[config.mk]
export PLATFORM = sky130hd
export DESIGN_NAME = li_fifo_arbiter
export DESIGN_NICKNAME = d
export VERILOG_FILES = /design/src/rtl/li_fifo_arbiter.sv
export SDC_FILE = /design/constraint.sdc
export NUM_CORES = 1
export LEC_CHECK = 0
export BUFFER_PORTS_ARGS = -buffer_cell sky130_fd_sc_hd__buf_4
export CORE_AREA = 2 2 88 73
export CTS_CLUSTER_DIAMETER = 50
export CTS_CLUSTER_SIZE = 24
export DETAILED_ROUTE_END_ITERATION = 12
export DIE_AREA = 0 0 90 75
export PLACE_DENSITY = 0.84
export SLEW_MARGIN = 20
export SYNTH_ARGS = -nofsm -noshare
export SYNTH_HDL_FRONTEND = slang
export SYNTH_SLANG_ARGS = --single-unit
[constraint.sdc]
create_clock -name clock -period 5.35 [get_ports clock]
set_clock_uncertainty 0.1 [all_clocks]
set_input_delay 0.8025 -clock clock [delete_from_list [all_inputs] [get_ports clock]]
set_output_delay 0.8025 -clock clock [all_outputs]
set_load 0.02 [all_outputs]
[src/rtl/li_fifo_arbiter.sv]
// Round-robin ready-latency write arbiter sharing one shell FIFO among NUM_REQ requesters.
// Define LI_FIFO_ARB_PROTOCOL_CHECK_EN to build the sticky stray-valid checker behind o_error.
module li_fifo_arbiter #(
    parameter int NUM_REQ       = 4,
    parameter int DATA_WIDTH    = 32,
    parameter int READY_LATENCY = 2,
    parameter int MAX_BURST     = 2
) (
    input  logic                          clock,
    input  logic                          reset,
    input  logic [NUM_REQ-1:0]            i_req,
    input  logic [NUM_REQ-1:0]            i_valid,
    input  logic [NUM_REQ*DATA_WIDTH-1:0] i_data,
    output logic [NUM_REQ-1:0]            o_ready,
    output logic [DATA_WIDTH-1:0]         o_fifo_data,
    output logic                          o_fifo_enq,
    input  logic                          i_fifo_almost_full,
    output logic                          o_error
);
    localparam int IDXW = $clog2(NUM_REQ);
    localparam int SW   = IDXW + 1;
    localparam int BCW  = (MAX_BURST > 1) ? $clog2(MAX_BURST) : 1;
    localparam int RL   = READY_LATENCY;

    logic [IDXW-1:0]       r_ptr;
    logic [BCW-1:0]        r_bcnt;
    logic [IDXW-1:0]       r_last;
    logic                  r_last_vld;
    logic [NUM_REQ-1:0]    r_ready;
    logic [RL:0]           r_pipe_live;
    logic [RL:0][IDXW-1:0] r_pipe_idx;
    logic                  r_fifo_enq;
    logic [DATA_WIDTH-1:0] r_fifo_data;

    logic                  w_found;
    logic                  w_grant;
    logic [SW-1:0]         w_sum;
    logic [IDXW-1:0]       w_gidx;
    logic [IDXW-1:0]       w_gidx_inc;
    logic [BCW-1:0]        w_bcnt_new;
    logic                  w_burst_done;
    logic                  w_slot_live;
    logic [IDXW-1:0]       w_slot_idx;
    logic                  w_slot_hit;
    logic [DATA_WIDTH-1:0] w_slot_data;

    // First requester at or after the priority pointer, wrapping modulo NUM_REQ.
    always_comb begin
        w_found = 1'b0;
        w_gidx  = '0;
        w_sum   = '0;
        for (int k = 0; k < NUM_REQ; k++) begin
            w_sum = {1'b0, r_ptr} + SW'(k);
            if (w_sum >= SW'(NUM_REQ))
                w_sum = w_sum - SW'(NUM_REQ);
            if (!w_found && i_req[w_sum[IDXW-1:0]]) begin
                w_found = 1'b1;
                w_gidx  = w_sum[IDXW-1:0];
            end
        end
    end

    assign w_grant      = w_found && !i_fifo_almost_full;
    assign w_gidx_inc   = (w_gidx == IDXW'(NUM_REQ - 1)) ? '0 : w_gidx + 1'b1;
    assign w_bcnt_new   = (r_last_vld && (r_last == w_gidx)) ? r_bcnt + 1'b1 : '0;
    assign w_burst_done = (MAX_BURST == 1) || (w_bcnt_new == BCW'(MAX_BURST - 1));

    assign w_slot_live  = r_pipe_live[RL];
    assign w_slot_idx   = r_pipe_idx[RL];
    assign w_slot_hit   = w_slot_live && i_valid[w_slot_idx];

    always_comb begin
        w_slot_data = '0;
        for (int n = 0; n < NUM_REQ; n++) begin
            if (w_slot_idx == IDXW'(n))
                w_slot_data = i_data[n*DATA_WIDTH +: DATA_WIDTH];
        end
    end

    // Stage 0 loads alongside o_ready, so stage RL lines up with the requester's valid.
    always_ff @(posedge clock) begin
        if (reset) begin
            r_ptr       <= '0;
            r_bcnt      <= '0;
            r_last      <= '0;
            r_last_vld  <= 1'b0;
            r_ready     <= '0;
            r_pipe_live <= '0;
            r_pipe_idx  <= '0;
            r_fifo_enq  <= 1'b0;
            r_fifo_data <= '0;
        end else begin
            r_ready    <= w_grant ? (NUM_REQ'(1) << w_gidx) : '0;
            r_last_vld <= w_grant;
            if (w_grant) begin
                r_last <= w_gidx;
                if (w_burst_done) begin
                    r_ptr  <= w_gidx_inc;
                    r_bcnt <= '0;
                end else begin
                    r_ptr  <= w_gidx;
                    r_bcnt <= w_bcnt_new;
                end
            end
            r_pipe_live <= {r_pipe_live[RL-1:0], w_grant};
            r_pipe_idx  <= {r_pipe_idx[RL-1:0], w_gidx};
            r_fifo_enq  <= w_slot_hit;
            if (w_slot_hit)
                r_fifo_data <= w_slot_data;
        end
    end

    assign o_ready     = r_ready;
    assign o_fifo_enq  = r_fifo_enq;
    assign o_fifo_data = r_fifo_data;

`ifdef LI_FIFO_ARB_PROTOCOL_CHECK_EN
    localparam int MW = $clog2(RL + 2);

    logic [MW-1:0]      r_mask_cnt;
    logic               r_error;
    logic [NUM_REQ-1:0] w_expect;
    logic               w_stray;

    assign w_expect = w_slot_live ? (NUM_REQ'(1) << w_slot_idx) : '0;
    assign w_stray  = |(i_valid & ~w_expect);

    // Valids answering grants discarded by a reset may arrive for RL+1 cycles; ignore them.
    always_ff @(posedge clock) begin
        if (reset) begin
            r_mask_cnt <= MW'(RL + 1);
            r_error    <= 1'b0;
        end else if (r_mask_cnt != '0) begin
            r_mask_cnt <= r_mask_cnt - 1'b1;
        end else if (w_stray) begin
            r_error <= 1'b1;
        end
    end

    assign o_error = r_error;
`else
    assign o_error = 1'b0;
`endif

endmodule

==> results.json <==
{
  "power.density_mw_per_mm2": 195.4,
  "synth.avg_cell_area_um2": 10.05,
  "cp-startpoint": "w_slot_idx[0]",
  "hold_viol": 0,
  "max_freq_ghz": 0.3644,
  "p_int_w": 0.0005967,
  "swShare_pct": 23.71,
  "power_frac_clock_pct": 28.6,
  "reg2reg_from": "w_slot_idx[0]",
  "synth_area_mm2": 0.002562,
  "holdCritPathClass": "reg -> reg",
  "p_comb_share_pct": 21.7,
  "yosysWarnings": 0,
  "clockBufferDepth": 2,
  "core_region_area_mm2": 0.005818,
  "vias_per_cell": 5.092,
  "port_buffers": 175,
  "fin_tns_setup_ps": 0,
  "grt_max_degree": 49,
  "whs_ps": 340.5,
  "post-route-cell-area_mm2": 0.004003,
  "cts_root_buf": "clkbuf_8",
  "avgRoutedWirePerCell_um": 15.38,
  "endpoint_kind": "register",
  "cts_tree": "done",
  "power_leakage_nw": 1.698,
  "period_share_pct": 51.30,
  "dp_hpwl_mm": 6.122,
  "ys_seq_area_share_pct": 39.06,
  "cts_sinks": 50,
  "drv_cap": 0,
  "finalMaxSlewViolations": 0,
  "grt_util_all_layers_pct": 21.91,
  "drtIter0Drc": 93,
  "htree_levels": 2,
  "syn2layout_area_growth_pct": 56.20,
  "antenna_found_initial": 0,
  "post-cts-setup-buffers": 0,
  "die_area_mm2": 0.006750,
  "grt_pass1_wl_mm": 11.81,
  "drc_errors": 0,
  "status": "completed",
  "relSlewSlack_pct": 36.07,
  "pin_count": 177,
  "worst-endpoint-arrival_ps": 2860,
  "start_util_pct": 44.04,
  "setup_viol": 0,
  "drive_gt1_share_pct": 53.44,
  "vias": 2556,
  "rows": 25,
  "rsz0062_at_grt": "no",
  "p_switching_w": 0.0001855,
  "required_ps": 5470,
  "dr.pass1.iters": 4,
  "critPathLaunchType": "register",
  "grt_pass1_vias": 2461,
  "die_h_um": 75,
  "grt_overflow": 0,
  "min_from": "r_pipe_idx[3]",
  "synth_cells": 255,
  "finalPower_w": 0.0007822,
  "critPathKind": "reg -> reg",
  "diodes": 0,
  "post-route-min-period_ps": 2744,
  "ir_drop_mv": 0.1953,
  "tightest_slew_ps": 958.9,
  "nets": 559,
  "die_w_um": 90,
  "synth_seq_cells": 50,
  "final_cell_mix": "buf_4, nand2_1, dfxtp_1",
  "gp_congestion": 0.8851,
  "ant_nets": 0,
  "numCtsBuffers": 5,
  "num-fill-cells": 480,
  "place_area_mm2": 0.003908,
  "postCtsHoldBufs": 0,
  "insertion_delay_ps": 290,
  "synth_cell_types": 35,
  "path_clk_slew_ps": 90,
  "crit_fanout": 34,
  "synth_nets": 394,
  "cts_resized": 0,
  "seqPwrFrac_pct": 49.7,
  "final_common_cell": "buf_4",
  "wl_mm": 7.720
}
-- flip-flops by register name, indices dropped and copies added (netlist names) --
name,count
o_fifo_data,32
o_ready,4
r_pipe_idx,4
r_pipe_live,3
r_last,2
r_ptr,2
w_slot_idx,2
o_fifo_enq,1
-- stage by stage --
step           utilization (%)  worst slack, ps  cells
2_1_floorplan                -             3099    255
3_3_place_gp             67.16             2737    494
3_5_place_dp             67.16             2594    494
4_1_cts                  68.80             2563    502
5_1_grt                  68.80             2331    502
6_report                 68.80             2606    502
-- power by group through the flow --
stage                     Clock, W  Combinational [W]  Sequential [W]
after floorplan                  0          0.0000706        0.000402
after global placement           0           0.000165        0.000397
after detailed placement         0           0.000171        0.000398
after CTS                 0.000228           0.000171        0.000389
after global routing      0.000243           0.000183        0.000390
final                     0.000224           0.000169        0.000389
-- final cells by class --
cell class	count	area [µm²]	share of cell area (%)
clock inverter	2	12.51	0.3126
timing repair buffer	178	1336	33.39
multi-input combinational	184	1464	36.57
tap	81	101.3	2.532
sequential	50	1002	25.04
inverter	1	3.754	0.09378
clock buffer	6	82.58	2.063
-- worst max-delay path: stages, from the launching register on --
cell      delay [ps]
dfxtp_2          320
buf_4            510
mux2_2           430
o211ai_1         660
buf_4            390
nand2_1           90
a21oi_1          160
-- kinds of logic after synthesis --
group | after synthesis | synth area share, %
other | 1 | 0.1463
AOI/OAI and AO/OA | 50 | 11.57
buffers and inverters | 21 | 3.808
muxes | 34 | 28.96
and+or+nand+nor | 99 | 16.45
DFF | 50 | 39.06
-- final timing paths --
path / end / slack (ps) / cells past startpoint
hold / removal: w_slot_idx[1] / 340 / 1
hold reg to reg: w_slot_idx[1] / 340 / 1
setup reg to reg: o_fifo_data[22] / 2610 / 6
setup / recovery: o_fifo_data[22] / 2610 / 6
-- cell usage after synthesis (all sizes together) --
cell type / count / area share, %
conb: 1 / 0.15
o211a: 1 / 0.39
o211ai: 1 / 0.29
mux2: 1 / 0.44
a22oi: 1 / 0.29
dfxtp: 50 / 39
nor2: 10 / 1.5
o21ba: 1 / 0.39
nor2b: 7 / 1.7
or3: 2 / 0.49
o21ai: 1 / 0.20
clkbuf: 10 / 1.5
o21bai: 1 / 0.29
mux4: 32 / 28
o41a: 1 / 0.44
a21boi: 1 / 0.29
and2b: 1 / 0.34
or2b: 1 / 0.34
a211oi: 2 / 0.59
dlygate4sd3: 1 / 0.39
a211o: 1 / 0.34
nor3: 1 / 0.20
o31ai: 1 / 0.29
and3: 2 / 0.59
nand2: 72 / 11
a21oi: 35 / 6.8
a21o: 2 / 0.59
nor4: 2 / 0.49
buf: 9 / 1.8
mux2i: 1 / 0.39
inv: 1 / 0.15
nand3b: 1 / 0.29
a311oi: 1 / 0.34
-- metal layers --
layer  GRT usage (%)  vias to the layer above  share of wire [%]
li1                -                     1243                  -
met1           25.69                     1204                 36
met2           42.77                      109                 55
met3           6.106                        0                8.7
met4           1.538                        0                  0
met5               0                        -                  0
Note: power is estimated with default switching activity, not from simulation.
